$ cat config.mk
export PLATFORM = sky130hd
export DESIGN_NAME = spi_sub_serial
export DESIGN_NICKNAME = d
export VERILOG_FILES = /design/src/rtl/spi_sub_serial.sv
export SDC_FILE = /design/constraint.sdc
export NUM_CORES = 1
export LEC_CHECK = 0
export CAP_MARGIN = 20
export CELL_PAD_IN_SITES_DETAIL_PLACEMENT = 0
export CELL_PAD_IN_SITES_GLOBAL_PLACEMENT = 1
export CORE_ASPECT_RATIO = 0.8
export CORE_MARGIN = 2
export CORE_UTILIZATION = 40
export DETAILED_ROUTE_END_ITERATION = 8
export PLACE_DENSITY = 0.73
export SLEW_MARGIN = 20
export SYNTH_ARGS = -nofsm -noshare
export SYNTH_HDL_FRONTEND = slang
export SYNTH_SLANG_ARGS = --single-unit
$ cat constraint.sdc
create_clock -name i_clk -period 1.55 [get_ports i_clk]
set_input_delay 0.155 -clock i_clk [delete_from_list [all_inputs] [get_ports i_clk]]
set_output_delay 0.155 -clock i_clk [all_outputs]
set_load 0.01 [all_outputs]
$ cat src/rtl/spi_sub_serial.sv
// Bit-serial two's-complement subtractor: one result bit per clock, LSB first,
// followed by a one-cycle DONE state that publishes the difference and signed overflow.
module spi_sub_serial #(
  parameter int LEN = 4
) (
  input  logic           i_clk,
  input  logic           i_rst,
  input  logic           i_start,
  input  logic [LEN-1:0] i_a,
  input  logic [LEN-1:0] i_b,
  output logic [LEN-1:0] o_diff,
  output logic           o_carry,
  output logic           o_busy,
  output logic           o_done
);

  localparam int CW = (LEN > 2) ? $clog2(LEN) : 1;
  localparam logic [CW-1:0] CNT_LAST = CW'(LEN - 1);

  typedef enum logic [1:0] {
    IDLE  = 2'd0,
    SHIFT = 2'd1,
    DONE  = 2'd2
  } state_t;

  state_t         state_q, state_d;
  logic [LEN-1:0] a_q, a_d;
  logic [LEN-1:0] b_q, b_d;
  logic [LEN-1:0] res_q, res_d;
  logic [LEN-1:0] diff_q, diff_d;
  logic [CW-1:0]  cnt_q, cnt_d;
  logic           brw_q, brw_d;
  logic           sa_q, sa_d;
  logic           sb_q, sb_d;
  logic           carry_q, carry_d;
  logic           done_q, done_d;

  logic           a0, b0, dBit, brwNext;

  // One full-subtractor slice working on the current LSBs of the operand registers.
  always_comb begin
    a0      = a_q[0];
    b0      = b_q[0];
    dBit    = a0 ^ b0 ^ brw_q;
    brwNext = (~a0 & b0) | (~(a0 ^ b0) & brw_q);
  end

  always_comb begin
    state_d = state_q;
    a_d     = a_q;
    b_d     = b_q;
    res_d   = res_q;
    diff_d  = diff_q;
    cnt_d   = cnt_q;
    brw_d   = brw_q;
    sa_d    = sa_q;
    sb_d    = sb_q;
    carry_d = carry_q;
    done_d  = 1'b0;

    case (state_q)
      IDLE: begin
        if (i_start) begin
          a_d     = i_a;
          b_d     = i_b;
          brw_d   = 1'b0;
          cnt_d   = '0;
          sa_d    = i_a[LEN-1];
          sb_d    = i_b[LEN-1];
          state_d = SHIFT;
        end
      end

      SHIFT: begin
        res_d = {dBit, res_q[LEN-1:1]};
        a_d   = {1'b0, a_q[LEN-1:1]};
        b_d   = {1'b0, b_q[LEN-1:1]};
        brw_d = brwNext;
        if (cnt_q == CNT_LAST) begin
          cnt_d   = '0;
          state_d = DONE;
        end else begin
          cnt_d = cnt_q + 1'b1;
        end
      end

      DONE: begin
        // Overflow only when the operand signs differ and the result sign departs from the minuend's.
        diff_d  = res_q;
        carry_d = (sa_q != sb_q) && (res_q[LEN-1] != sa_q);
        done_d  = 1'b1;
        state_d = IDLE;
      end

      default: begin
        state_d = IDLE;
      end
    endcase
  end

  always_ff @(posedge i_clk) begin
    if (i_rst) begin
      state_q <= IDLE;
      a_q     <= '0;
      b_q     <= '0;
      res_q   <= '0;
      diff_q  <= '0;
      cnt_q   <= '0;
      brw_q   <= 1'b0;
      sa_q    <= 1'b0;
      sb_q    <= 1'b0;
      carry_q <= 1'b0;
      done_q  <= 1'b0;
    end else begin
      state_q <= state_d;
      a_q     <= a_d;
      b_q     <= b_d;
      res_q   <= res_d;
      diff_q  <= diff_d;
      cnt_q   <= cnt_d;
      brw_q   <= brw_d;
      sa_q    <= sa_d;
      sb_q    <= sb_d;
      carry_q <= carry_d;
      done_q  <= done_d;
    end
  end

  assign o_diff  = diff_q;
  assign o_carry = carry_q;
  assign o_done  = done_q;
  assign o_busy  = (state_q != IDLE);

endmodule

==> run summary <==
STA puts the critical path data required time at 1.39 ns. The tools report the worst min-delay path startpoint as i_b[3]. The portion of synthesized area spent on multiplexers is 14.8%. Antenna violation net count after detailed routing: 0.

The number of synthesized flops with an enable pin works out to 0. The logic depth of the worst register-to-register path was 4; the first-pass iteration count of the detailed router was 3. CTS placed an instance of clkbuf_4 at the clock tree root. In this run the count of I/O pins placed on the die edge is 18. The critical path class is flop to output port. The die covers 0.00314 mm^2. The run gives 1 as the number of levels in the clock H-tree. Setup slack on the worst reg-to-reg path comes out at 0.31 ns.

VDD sags by at most 0.639 mV. Across all setup checks in the final design, the least slack found is 0.121 ns. The critical path endpoint category was an output port.

The initial antenna violation count is 0, and the share of cells above drive strength 1 is 17.9%. The filler cells instantiated in the layout total 239. The logs give 0 for the final global-route overflow total and 131 for the final net count.

The kind of start point of the critical path was a flop. The share of the synthesized netlist area taken by xor and xnor gates came out at 0%. The floorplan step set the die height to 50.5 um.

The post-synthesis share of cell area spent on full adders, half adders and majority gates works out to 3.01%. Net switching is 24.5% of the power. After synthesis, the netlist uses 24 different library cells. The synthesized-area fraction occupied by and/or/nand/nor cells works out to 15.4%.

The via count of the first global-routing pass came out at 718. Per report_power, the sequential group accounts for 60.9% of the total. The final count of pins violating max slew was 0; the post-detailed-route wirelength per cell was 11.5 um. Relative to the synthesized area, the layout overhead comes to 19.4%. The share of the clock period used by the worst path after layout works out to 92.2%. Max-cap violations in this run came to 0. For the final weighted congestion of routability-driven global placement, the log shows 0.754. Sequential elements use 46.2% of the synthesized area.

The clock period minus worst slack came out at 1.43 ns. Violation count after the first detailed-routing iteration: 26. The tools report the final worst clock skew as 0.00186 ns.

From left edge to right edge, the die measures 62.2 um. Along the worst hold path, the cell count comes to 3. At the later pin of the worst-skew pair, clock insertion delay measures 0.31 ns. Input and output buffers added on the ports amount to 17.

The first global-routing pass estimated 3210 um of wire. In this run the worst path has a maximum fanout of 7. The capturing point of the worst reg2reg path was cnt_q[1]. After clock tree synthesis, the clock-pin slew on the worst setup and hold paths is 0.13 ns. In this run the worst hold path is classified as input pin to flop. Detailed placement ended at an HPWL of 1290 um. The worst setup timing slack at the placement stage came out at 0.158 ns.

Area fraction in compound gates after synthesis: 14.9%. The run gives 20.1% as the global routing usage on met2. Dividing total power by cell area gives a power density of 879 mW/mm^2. The most used flip-flop cell after synthesis is dfxtp_1.

Highest clock rate: 700 MHz. The initial utilization of the core area, before any placement, comes to 43.3%. In the global route stage, met1 resource usage came out at 17.2%. In this run the core area contains 16 standard-cell rows. Setup repair after global routing left no endpoint under its margin.

The number of hold violations in the final report is 0. The worst hold path endpoint was sb_q. After detailed routing, the total wire length is 1770 um. The number of diodes was 0; the warning count from the yosys run was 0. Clock tree synthesis found a total of 25 sinks.

In the synthesized netlist the async set-or-reset flop fraction comes to 0%. The number of storage elements in the synthesis netlist works out to 25. The global routing's busiest layer was met2. The setup TNS after final layout is 0 ns, and the net switching component of the power is 0.279 mW.

Synthesis handed over a netlist of 100 instances. The sequential cell area in the final layout was 502 um^2; the per-instance average area after synthesis was 10.8 um^2. The logs give 14.3% for the share of power burned in combinational logic and 1.27 ns for the data arrival time of the critical path. For this block, the via count after detailed routing is 725. The longest clock path from root to sink contains 2 buffers. The CTS buffer count was 3; the largest net degree at the start of global routing was 26. The total area inside the core boundary comes to 0.00250 mm^2. Global routing used 13.1% of the available tracks.

The met3 capacity usage during global routing is 5.38%, and the share of power burned in the clock network is 24.7%. After synthesis the cells add up to 0.00108 mm^2. The tools report the launching point of the worst reg2reg path as state_q[0].

The area occupied by multi-input gates is 520 um^2, and the total internal power is 0.858 mW. For this run, design rule violations remaining after detail routing come to 0. The run finished with clean final reports.

For the pin with the worst max-slew slack, the measured transition is 0.438 ns. TritonCTS built the clock tree. The final-report setup violation count is 0, and the via-per-instance ratio is 4.74. When the netlist entered floorplanning its net count stood at 113.

Measured against its own limit, the worst slew margin works out to 70.8%. After synthesis, the largest family of logic cells by area is simple AND/OR/NAND/NOR gates. The run gives 0.486 nW as the standby leakage power.
==> metrics by stage <==
stage	cell area (um^2)	hold WS, ns	cells	total power, mW	utilization [%]
2_1_floorplan	1080	0.302	100	0.824	-
5_1_grt	1290	0.483	153	1.21	51.7
3_3_place_gp	1270	0.477	149	0.871	50.6
6_report	1290	0.505	153	1.14	51.7
3_5_place_dp	1270	0.485	149	0.874	50.6
4_1_cts	1290	0.498	153	1.16	51.7
==> power by group through the flow <==
stage	clock (mW)	sequential [mW]	combinational (mW)
floorplan	0	0.703	0.121
global placement	0	0.707	0.164
detailed placement	0	0.707	0.167
CTS	0.299	0.693	0.166
global route	0.336	0.697	0.181
finish	0.281	0.693	0.163
==> synthesized netlist by cell type, types with 2 or more instances <==
master / number / area [um^2]
nor2b_1: 2 / 12.5
inv_1: 2 / 7.51
nor2_1: 20 / 75.1
buf_6: 3 / 33.8
dfxtp_1: 25 / 500
a211oi_2: 7 / 87.6
clkbuf_1: 2 / 7.51
mux2i_1: 16 / 160
nor2_2: 4 / 25.0
a22oi_1: 5 / 37.5
==> final cells by class <==
class / count / area share (%)
Sequential cell: 25 / 38.8
Tap cell: 36 / 3.48
Timing Repair Buffer: 20 / 14.8
Clock buffer: 4 / 2.03
Inverter: 2 / 0.581
Multi-Input combinational cell: 66 / 40.3
==> registers in the layout, summed over array words and instances (netlist names) <==
name,flops
a_q,4
o_carry,1
b_q,4
brw_q,1
cnt_q,2
sb_q,1
o_diff,4
o_done,1
res_q,4
sa_q,1
state_q,2
==> layer usage <==
metal,share of wire (%),vias up
met3,5.0,2
met2,44,11
li1,-,375
met4,0.85,0
met5,0,-
met1,50,337
==> cells in the final DEF, fill, tap and decap left out, types with 2 or more instances in the layout <==
cell type / count
a211oi_2: 7
nor2_1: 20
inv_1: 2
mux2i_1: 16
dfxtp_1: 24
nor2b_1: 2
buf_4: 3
clkdlybuf4s50_1: 16
clkbuf_4: 3
a22oi_1: 5
nor2_2: 4
==> timing repair <==
action / 4_1_cts / 5_1_grt
setup buffers: 0 / 0
setup endpoints to repair: 1 / 0
resized for setup: 2 / 0
hold buffers: 0 / 0
==> how the worst max path moves through the flow <==
stage               start  endpoint  slack, ns  cells after the start
2_1_floorplan      a_q[0]  res_q[3]       0.46                      3
3_5_place_dp      i_start      sb_q       0.16                      4
3_3_place_gp      i_start      sa_q       0.19                      4
5_1_grt        state_q[1]    o_busy       0.06                      2
6_report       state_q[1]    o_busy       0.12                      2
4_1_cts        state_q[1]    o_busy       0.09                      2
==> logic make-up (layout without fill, tap and decap cells) <==
logic type               after synthesis  count (layout)
AO/OA/AOI/OAI                         16              16
flip-flops                            25              25
AND/OR/NAND/NOR                       32              32
multiplexers                          16              16
adder cells (fa/ha/maj)                2               2
buffers and inverters                  9              26
==> critical path, stage by stage, from the launching register on <==
cell,delay [ns]
dfxtp_2,0.38
or2_2,0.30
dlygate4sd2_1,0.29
No activity file was read; power rests on OpenSTA's default activity.
==> variant 1: new RTL, same flow settings <==
The parameter `LEN` goes from 4 to 8.
--- a/src/rtl/spi_sub_serial.sv
+++ b/src/rtl/spi_sub_serial.sv
@@ -1,7 +1,7 @@
 // Bit-serial two's-complement subtractor: one result bit per clock, LSB first,
 // followed by a one-cycle DONE state that publishes the difference and signed overflow.
 module spi_sub_serial #(
-  parameter int LEN = 4
+  parameter int LEN = 8
 ) (
   input  logic           i_clk,
   input  logic           i_rst,
Interface: changed (resized i_a, i_b and o_diff); port bits go from 18 to 30. No check against the original RTL was run, so the function may have changed too.
==> variant 1 against the unedited design <==
Synthesized area rose by 63%. Highest routed layer unchanged. Power increased by 81%. Hold slack got worse by 0.058 ns. Worst setup slack better by 0.062 ns. Design area is 68% higher. Routed wire length rose by 91%. Clock power is 130% higher. Sequential cell count is 17 higher.
==> variant 1: results <==
set metrics [dict create \
    leakage_nw 0.800 \
    portBuffers 29 \
    met3_usage_pct 4.73 \
    nNetsFinal 238 \
    yosysWarnings 0 \
    grt_max_degree 43 \
    clk_pin_slew_worst_paths_ns 0.07 \
    gp_congestion 0.784 \
    grt_pass1_wl_um 5920 \
    yosysSeqAreaShare_pct 47.7 \
    critPathMaxStageDelay_ns 0.33 \
    syn-num-nets 210 \
    reg2reg_depth 5 \
    r2r-end "b_q[0]" \
    area_delta_synth_final_pct 23.2 \
    gr-usage-met1_pct 20.1 \
    r2r_setup_slack_ns 0.23 \
    cts_setup_buffers 0 \
    outcome "completed" \
    finClkSkew_ns 0.00427 \
    synthTopCellsByCount "42 x dfxtp_1, 32 x nand2_1, 24 x nor2_1, 19 x a21oi_1, 15 x mux2i_1" \
    crit_arrival_ns 1.21 \
    grt_use_met2_pct 23.4 \
    h-tree-depth 2 \
    max_slew_margin_pct 75.7 \
    first_pass_iters 4 \
    detail-route-antenna-nets 0 \
    wl_um 3370 \
    clockRootBuffer "clkbuf_8" \
    min-delay-start "i_b[7]" \
    vdd_drop_max_mv 0.436 \
    cp_slowest_cell "dfxtp_1" \
    numCtsBuffers 5 \
    synth_area_leaders "dfxtp_1 48%, mux2i_1 8.5%, a211oi_2 7.1%" \
    drive_gt1_share_pct 11.6 \
    ys_types 28 \
    grt_util_all_layers_pct 15.2 \
    crit_fanout 4 \
    min_to "b_q[7]" \
    vias 1325 \
    place.detailed.hpwl_um 2340 \
    clkLatencyLatePin_ns 0.28 \
    drt_iter0_drc 43 \
]
-- variant 1: cell types whose count changed after synthesis, sizes merged, moves of 4 or more --
| cell | unedited run | this run |
|---|---|---|
| nand2b | 0 | 4 |
| buf | 5 | 9 |
| dfxtp | 25 | 42 |
| a21oi | 1 | 19 |
| clkbuf | 2 | 6 |
| nand2 | 0 | 32 |
| a211oi | 8 | 15 |
-- variant 1: worst max path at each step --
stage	startpoint	end	slack, ns	cells past startpoint
5_1_grt	state_q[0]	a_q[6]	0.12	5
3_3_place_gp	i_start	b_q[0]	0.15	5
3_5_place_dp	i_start	a_q[6]	0.09	5
4_1_cts	state_q[0]	o_busy	0.17	2
6_report	state_q[0]	o_busy	0.18	2
2_1_floorplan	state_q[0]	b_q[3]	0.45	4
-- variant 1: repair_timing --
action | 4_1_cts | 5_1_grt
endpoints found under the setup margin | 1 | 0
resized for setup | 1 | 0
endpoints found under the hold margin | 0 | 0
-- variant 1: area by class of cell --
cell class / instances / area [um^2]
multi-input combinational: 129 / 811
clock buffer: 7 / 76.3
fill: 413 / 2030
tap: 57 / 71.3
timing repair buffer: 36 / 367
inverter: 2 / 7.51
sequential: 42 / 841
-- variant 1: stage by stage --
step	worst slack, ns	hold WS [ns]	instances	instance area (um^2)	total power [mW]
after floorplan	0.454	0.314	188	1760	1.36
after global placement	0.154	0.443	266	2100	1.43
after detailed placement	0.0851	0.450	266	2100	1.44
after CTS	0.168	0.441	273	2170	2.09
after global routing	0.116	0.465	273	2170	2.18
final	0.183	0.448	273	2170	2.06
-- variant 1: cells by family after synthesis --
family / after synthesis / share of synthesized area (%)
compound gates: 43 / 18.4
fa+ha+maj: 3 / 2.55
buf+inv: 17 / 6.38
flops: 42 / 47.7
mux: 15 / 8.51
simple gates: 68 / 16.5
-- variant 1: metal layers --
metal,routed length (um),share of wire [%],vias to the layer above
met5,0,0,-
met4,36,1.1,0
met1,1710,51,607
met2,1480,44,21
li1,-,-,692
met3,145,4.3,5
-- variant 1: power by group --
| part | internal (mW) | switching [mW] |
|---|---|---|
| registers | 1.13 | 0.0294 |
| clock network | 0.310 | 0.337 |
| logic | 0.133 | 0.125 |
| total | 1.57 | 0.492 |
-- variant 1: critical path, delay by kind of cell (launching register included) --
family / cells / cell delay, ns
simple gates: 1 / 0.31
buf+inv: 1 / 0.29
flops: 1 / 0.33
==> variant 2: new RTL, same flow settings <==
Without the edit above. Register the inputs `i_start`, `i_a` and `i_b` before use. The logic sees them one clock later.
--- a/src/rtl/spi_sub_serial.sv
+++ b/src/rtl/spi_sub_serial.sv
@@ -22,6 +22,16 @@
     SHIFT = 2'd1,
     DONE  = 2'd2
   } state_t;
+
+  logic i_start_q;
+  logic [LEN-1:0] i_a_q;
+  logic [LEN-1:0] i_b_q;
+
+  always_ff @(posedge i_clk) begin
+    i_start_q <= i_start;
+    i_a_q     <= i_a;
+    i_b_q     <= i_b;
+  end
 
   state_t         state_q, state_d;
   logic [LEN-1:0] a_q, a_d;
@@ -60,13 +70,13 @@
 
     case (state_q)
       IDLE: begin
-        if (i_start) begin
-          a_d     = i_a;
-          b_d     = i_b;
+        if (i_start_q) begin
+          a_d     = i_a_q;
+          b_d     = i_b_q;
           brw_d   = 1'b0;
           cnt_d   = '0;
-          sa_d    = i_a[LEN-1];
-          sb_d    = i_b[LEN-1];
+          sa_d    = i_a_q[LEN-1];
+          sb_d    = i_b_q[LEN-1];
           state_d = SHIFT;
         end
       end
Behaviour: not the same (Yosys sat finds a counterexample within 4 cycles, from zero or initial values and one cycle with i_rst high).
==> variant 2 against the unedited design <==
Power grew 48%. Synthesized area grew 17%. Critical path depth is the same. Worst setup slack lost 0.056 ns. Routed wire length grew 14%. Design area grew 19%. Sequential cell count grew 9. Count of clock-buffer cells in the layout grew 3. Synthesized cell count grew 11%. Critical path type unchanged. Largest cell class is now registers. Highest routed layer unchanged.
==> variant 2: results <==
set metrics [dict create \
    vias 812 \
    met3_usage_pct 4.94 \
    clkLatencyLatePin_ns 0.27 \
    grt_max_degree 26 \
    yosysWarnings 0 \
    syn-num-nets 124 \
    vdd_drop_max_mv 0.534 \
    grt_util_all_layers_pct 13.4 \
    drt_iter0_drc 33 \
    async_reset_ff_share_pct 0 \
    dpl_worst_slack_ns 0.237 \
    leakage_nw 0.590 \
    wl_per_cell_um 11.7 \
    r2r-end "sa_q" \
    diodes 0 \
    grt_pass1_vias 765 \
    grt_use_met2_pct 20.2 \
    cts_setup_buffers 0 \
    dpl.cell_count 165 \
    cp-endpoint "o_busy" \
    crit_start "state_q[1]" \
    gr-usage-met1_pct 17.3 \
    reg2reg_depth 3 \
    drive_gt1_share_pct 16.7 \
    syn_avg_cell_area_um2 11.4 \
    h-tree-depth 2 \
    crit_arrival_ns 1.33 \
    grt_pass1_wl_um 3480 \
    timing.final.crit_period_ns 1.49 \
    clk_pin_slew_worst_paths_ns 0.06 \
    crit_fanout 8 \
    first_pass_iters 4 \
    ys.flop_type "dfxtp_1" \
    synth_area_leaders "dfxtp_1 54%, mux2i_1 13%, a211oi_2 7.9%" \
    setup_viol 0 \
    portBuffers 17 \
    regToRegStartpoint "i_start_q" \
    r2r_setup_slack_ns 0.29 \
    numCtsBuffers 5 \
    synthTopCellsByCount "34 x dfxtp_1, 24 x nor2_1, 16 x mux2i_1, 8 x a211oi_2, 5 x a22oi_1" \
    clk_path_buf_depth 2 \
    finClkSkew_ns 0.00374 \
    antenna_found_initial 0 \
    min_path_cells 1 \
    hp-class "input port to flip-flop" \
    clockRootBuffer "clkbuf_8" \
    nNetsFinal 145 \
    max_slew_margin_pct 73.5 \
    outcome "completed" \
    place.detailed.hpwl_um 1410 \
    gp_congestion 0.718 \
    yosysSeqAreaShare_pct 53.9 \
    ys_types 23 \
    instances_no_fill 172 \
]
## variant 2: logic make-up (layout without fill, tap and decap cells)
logic type | after synthesis | count (layout) | synth area share (%)
adders and majority gates | 2 | 2 | 2.58
and+or+nand+nor | 33 | 33 | 12.1
buffers and inverters | 9 | 30 | 4.86
muxes | 16 | 16 | 12.7
AOI/OAI and AO/OA | 17 | 17 | 13.9
DFF | 34 | 34 | 53.9
## variant 2: layout make-up
class                      instances  area (um^2)
clock buffer                       7         76.3
sequential                        34          683
tap                               40         50.0
fill                             289         1500
multi-input combinational         68          520
inverter                           2         7.51
timing repair buffer              21          200
## variant 2: routing by layer
layer,vias up,share of wire (%)
li1,421,-
met1,375,52
met2,14,42
met3,2,5.2
met4,0,0.70
met5,-,0
## variant 2: worst min path at each step
stage                     slack [ns]      start   endpoint
final                           0.33     i_b[1]   i_b_q[1]
after detailed placement        0.48  o_diff[2]  o_diff[2]
after CTS                       0.32     i_a[1]   i_a_q[1]
after floorplan                 0.18     i_a[0]   i_a_q[0]
after global routing            0.31     i_a[1]   i_a_q[1]
after global placement          0.47  o_diff[2]  o_diff[2]
## variant 2: worst max-delay path, cell delays in order, from the launching register on
cell and delay [ns]:
dfxtp_2 0.36, or2_1 0.23, clkdlybuf4s50_1 0.47
## variant 2: metrics by stage
stage               hold WS (ns)  area, um^2
finish                     0.328        1540
CTS                        0.316        1540
floorplan                  0.183        1260
global route               0.314        1540
global placement           0.474        1460
detailed placement         0.479        1460
## variant 2: report_power, final
| part | total, mW | switching (mW) | internal [mW] |
|---|---|---|---|
| sequential | 0.947 | 0.0299 | 0.917 |
| clock | 0.574 | 0.265 | 0.308 |
| combinational | 0.161 | 0.0739 | 0.0867 |
## variant 2: what timing repair did
item | CTS | global route
setup endpoints to repair | 1 | 0
hold buffers | 0 | 0
gates resized for setup | 2 | 0
